File: config.mk
export PLATFORM = sky130hd
export DESIGN_NAME = xor_equiv_seq
export DESIGN_NICKNAME = d
export VERILOG_FILES = /design/src/rtl/xor_equiv_seq.sv
export SDC_FILE = /design/constraint.sdc
export NUM_CORES = 1
export LEC_CHECK = 0
export CAP_MARGIN = 0
export CORE_UTILIZATION = 35
export DETAILED_ROUTE_END_ITERATION = 10
export PLACE_DENSITY = 0.6
export REMOVE_ABC_BUFFERS = 1
export SLEW_MARGIN = 20
export SYNTH_ARGS = -nofsm -noshare
export SYNTH_HDL_FRONTEND = slang
export SYNTH_SLANG_ARGS = --single-unit
File: constraint.sdc
create_clock -name clk -period 1.98 [get_ports clk]
set_input_delay 0.396 -clock clk [delete_from_list [all_inputs] [get_ports clk]]
set_output_delay 0.396 -clock clk [all_outputs]
set_load 0.01 [all_outputs]
File: src/rtl/xor_equiv_seq.sv
// Exhaustive equivalence-check sequencer: sweeps every stimulus vector into a DUT/REF pair
// and compares their outputs. Optional macro XOR_EQUIV_STOP_ON_FAIL_EN ends the sweep at the first mismatch.
module xor_equiv_seq #(
  parameter int unsigned N_IN   = 2,
  parameter int unsigned SETTLE = 2,
  parameter int unsigned CNT_W  = N_IN + 1
) (
  input  logic              clk,
  input  logic              rst,
  input  logic              start,
  output logic [N_IN-1:0]   stim,
  input  logic              f_dut,
  input  logic              f_ref,
  output logic              busy,
  output logic              done,
  output logic              pass,
  output logic [CNT_W-1:0]  fail_cnt,
  output logic [N_IN-1:0]   first_fail_vec,
  output logic              first_fail_vld
);

  localparam int unsigned SET_W = 8;
  localparam logic [SET_W-1:0] SETTLE_LAST = SET_W'(SETTLE - 1);
`ifdef XOR_EQUIV_STOP_ON_FAIL_EN
  localparam bit STOP_ON_FAIL = 1'b1;
`else
  localparam bit STOP_ON_FAIL = 1'b0;
`endif

  typedef enum logic [1:0] {S_IDLE, S_WAIT, S_CMP, S_DONE} state_t;

  state_t            state, state_d;
  logic [SET_W-1:0]  settle_q, settle_d;
  logic [N_IN-1:0]   stim_d, first_fail_vec_d;
  logic [CNT_W-1:0]  fail_cnt_d, fail_inc;
  logic              busy_d, done_d, pass_d, first_fail_vld_d;
  logic              mismatch, last_vec;

  assign mismatch = f_dut ^ f_ref;
  assign last_vec = &stim;
  // Saturating increment so a long sweep cannot wrap back to zero.
  assign fail_inc = (&fail_cnt) ? fail_cnt : fail_cnt + CNT_W'(1);

  always_ff @(posedge clk or posedge rst) begin
    if (rst) begin
      state          <= S_IDLE;
      settle_q       <= '0;
      stim           <= '0;
      busy           <= 1'b0;
      done           <= 1'b0;
      pass           <= 1'b0;
      fail_cnt       <= '0;
      first_fail_vec <= '0;
      first_fail_vld <= 1'b0;
    end else begin
      state          <= state_d;
      settle_q       <= settle_d;
      stim           <= stim_d;
      busy           <= busy_d;
      done           <= done_d;
      pass           <= pass_d;
      fail_cnt       <= fail_cnt_d;
      first_fail_vec <= first_fail_vec_d;
      first_fail_vld <= first_fail_vld_d;
    end
  end

  // busy/done are computed for the next state so the registered copies track the state.
  always_comb begin
    state_d          = state;
    settle_d         = settle_q;
    stim_d           = stim;
    busy_d           = 1'b0;
    done_d           = 1'b0;
    pass_d           = pass;
    fail_cnt_d       = fail_cnt;
    first_fail_vec_d = first_fail_vec;
    first_fail_vld_d = first_fail_vld;
    case (state)
      S_IDLE: begin
        if (start) begin
          stim_d           = '0;
          settle_d         = '0;
          pass_d           = 1'b0;
          fail_cnt_d       = '0;
          first_fail_vec_d = '0;
          first_fail_vld_d = 1'b0;
          busy_d           = 1'b1;
          state_d          = S_WAIT;
        end
      end
      S_WAIT: begin
        busy_d   = 1'b1;
        settle_d = settle_q + SET_W'(1);
        if (settle_q == SETTLE_LAST) state_d = S_CMP;
      end
      S_CMP: begin
        if (mismatch) begin
          fail_cnt_d = fail_inc;
          if (!first_fail_vld) begin
            first_fail_vec_d = stim;
            first_fail_vld_d = 1'b1;
          end
        end
        if (last_vec || (STOP_ON_FAIL && mismatch)) begin
          pass_d  = (fail_cnt_d == '0);
          done_d  = 1'b1;
          state_d = S_DONE;
        end else begin
          stim_d   = stim + N_IN'(1);
          settle_d = '0;
          busy_d   = 1'b1;
          state_d  = S_WAIT;
        end
      end
      S_DONE: state_d = S_IDLE;
      default: state_d = S_IDLE;
    endcase
  end

endmodule

==> impl_metrics.ini, run 1 <==
[route]
detail_route.wl_per_cell_um = 12.6
vias_per_cell = 5.01
wirelength_um = 2240
dr.pass1.iters = 4
ant_nets = 0
vias = 891
route.detailed.drc = 0
drtIter0Drc = 36

[synth]
syn_area_per_cell_sq_um = 10.1
synth_cell_types = 32
postSynth.asyncResetShare = 1.00
ys_ff_latch = 21
ys.flop_type = dfrtp_1
synth_edf_count = 0
syn_area_sq_mm = 0.00112
ys_seq_area_frac = 0.470
syn_inst = 111
yosysWarnings = 0

[pwr]
seqPwrFrac = 0.642
power.density_mw_per_mm2 = 485
intPower_uw = 518
ir_drop_uv = 152
leakage_uw = 0.000619
total_power_uw = 667
switching_share = 0.224
power_frac_comb = 0.046
switching_power_uw = 149
clkPwrFrac = 0.311

[worst_setup_path]
regToRegSetupSlack_ps = 360
slowest_delay_ps = 570
worstSetupPathType = reg -> out
cp-start-kind = flip-flop
required_ps = 1580
worstPathMaxFanout = 7
worst_r2r_path_depth = 5
path_buf_inv = 1
cp_cell_sequence = clkdlybuf4s50_1
r2r_start = stim[1]$_DFFE_PP0P_
crit_family = buffers and inverters
slowest_stage = clkdlybuf4s50_1
cp.arrival_ps = 1330
crit_start = fail_cnt[0]$_DFFE_PP0P_
cp-end-kind = primary output
r2r_end = settle_q[5]$_DFFE_PP0P_

[global_route]
antenna_found_initial = 0
grt_first_pass_wirelength_um = 4150
grt_max_degree = 22
grt_remaining_overflow = 0
grt_usage = 0.158
grt_pass1_vias = 972

[outcome]
status = finished clean

[timing]
worst_slew_pin_slew_ps = 479
holdWs_ps = 404
setup_viol = 0
finClkSkew_ps = 6.96
slew_viol_final = 0
rsz0062_at_grt = no
slew_headroom = 0.681
fin_crit_ps = 1730
final.period_utilization = 0.872
hold_violations = 0
fmax_mhz = 579
tns_ps = 0

[placement]
place_congestion = 0.765
postPlaceCellArea_sq_mm = 0.00135
hpwl_um = 1720
portBuffers = 15

[layout]
design_area_sq_mm = 0.00138
final_cell_mix = dfrtp_1, clkdlybuf4s50_1, nand2_1
fill_cells = 318
drive_gt1_frac = 0.127
antenna_cells = 0
final_nets = 144
layout_commonest_cell = dfrtp_1
syn2layout_area_growth_pct = 23.2

[floorplanning]
initial_core_util = 0.366
die_h_um = 58.5
core_area_sq_mm = 0.00305
io_pins = 16
row_count = 20
die_width_um = 58.5
die-area_sq_mm = 0.00342

[clock_tree]
clockRootBuffer = clkbuf_4
cts-htree-levels = 1
cts_inserted_buffers = 3
post_cts_buffers = 0
clkSlewWorstSetupHoldPaths_ps = 120
ctsHoldBuffers = 0
cts_tree = yes
cts-resized-gates = 0
clk_path_buf_depth = 2
clock-sinks = 21
clock_latency_ps = 300

[flow_run]
cap_violations = 0

[hold_path]
hold_path_class = in -> async
[metrics by stage]
stage / setup WS (ps) / utilization / std cells
after floorplan: 321 / - / 108
final: 253 / 0.451 / 178
after global routing: 173 / 0.451 / 178
after CTS: 235 / 0.451 / 178
after global placement: 71.4 / 0.442 / 174
after detailed placement: 43.6 / 0.442 / 174
[final cells by class]
class / instances / area (sq um) / share of cell area
multi-input cells: 79 / 536 / 0.389
flip-flops and latches: 21 / 526 / 0.382
repair buffers: 22 / 203 / 0.147
well taps: 44 / 55.1 / 0.0400
inverters: 8 / 30.0 / 0.0218
clock buffers: 3 / 22.5 / 0.0164
clock inverters: 1 / 5.00 / 0.00364
[synth_stat cells, drive strengths merged, types with 2 or more instances]
master / n / area [sq um]
nand2: 11 / 41.3
a21oi: 5 / 25.0
inv: 8 / 30.0
or3: 2 / 12.5
and3: 2 / 12.5
nor2: 9 / 33.8
mux2: 3 / 33.8
o21ai: 9 / 48.8
ha: 4 / 50.1
nor2b: 2 / 12.5
dfrtp: 21 / 526
xor2: 5 / 51.3
a22o: 5 / 43.8
nand2b: 5 / 31.3
buf: 2 / 22.5
mux2i: 2 / 20.0
nand3: 5 / 25.0
[worst max path at each step]
stage | end | slack (ps) | cells past startpoint
finish | fail_cnt[0] | 250 | 1
global route | fail_cnt[0] | 170 | 1
CTS | fail_cnt[0] | 240 | 1
detailed placement | pass$_DFFE_PP0P_ | 40 | 5
global placement | pass$_DFFE_PP0P_ | 70 | 5
floorplan | settle_q[7]$_DFFE_PP0P_ | 320 | 5
[cell families after synthesis]
family	Yosys count	synth area share
adders and majority gates	4	0.0448
AOI/OAI and AO/OA	23	0.134
DFF	21	0.470
and+or+nand+nor	41	0.198
buffers and inverters	11	0.0504
xor gates and xnor gates	6	0.0538
muxes	5	0.0482
[worst reg2reg max path, cell delays in order, from the launching register on]
cell and delay, ps:
dfrtp_1 450, ha_1 240, buf_4 160, nand2b_1 140
a21oi_1 410, nor2_1 100
[per-layer routing]
metal,track usage,wire [um],vias up
met2,0.289,1110,21
li1,-,-,433
met4,0.0510,31,0
met5,0,0,-
met1,0.189,1030,432
met3,0.0264,71,5
[registers in the layout, indices dropped and copies added (netlist names)]
name	flops
stim	2
state	2
busy	1
fail_cnt	3
pass	1
first_fail_vec	2
done	1
settle_q	8
first_fail_vld	1
[power groups by stage]
| stage | clock [uW] | combinational, uW | sequential (uW) |
|---|---|---|---|
| final | 208 | 30.9 | 429 |
| after global routing | 236 | 35.3 | 429 |
| after CTS | 216 | 32.0 | 429 |
| after detailed placement | 0 | 31.8 | 437 |
| after global placement | 0 | 31.5 | 437 |
| after floorplan | 0 | 15.1 | 437 |
Power figures use the tool's default switching activity.
==> run 2, diff against run 1 <==
Settings changed: CTS_BUF_LIST set to sky130_fd_sc_hd__clkbuf_4 sky130_fd_sc_hd__clkbuf_8 sky130_fd_sc_hd__clkbuf_16.
==> results of run 2 <==
The final DEF is identical to that of run 1; final timing and power are the same.
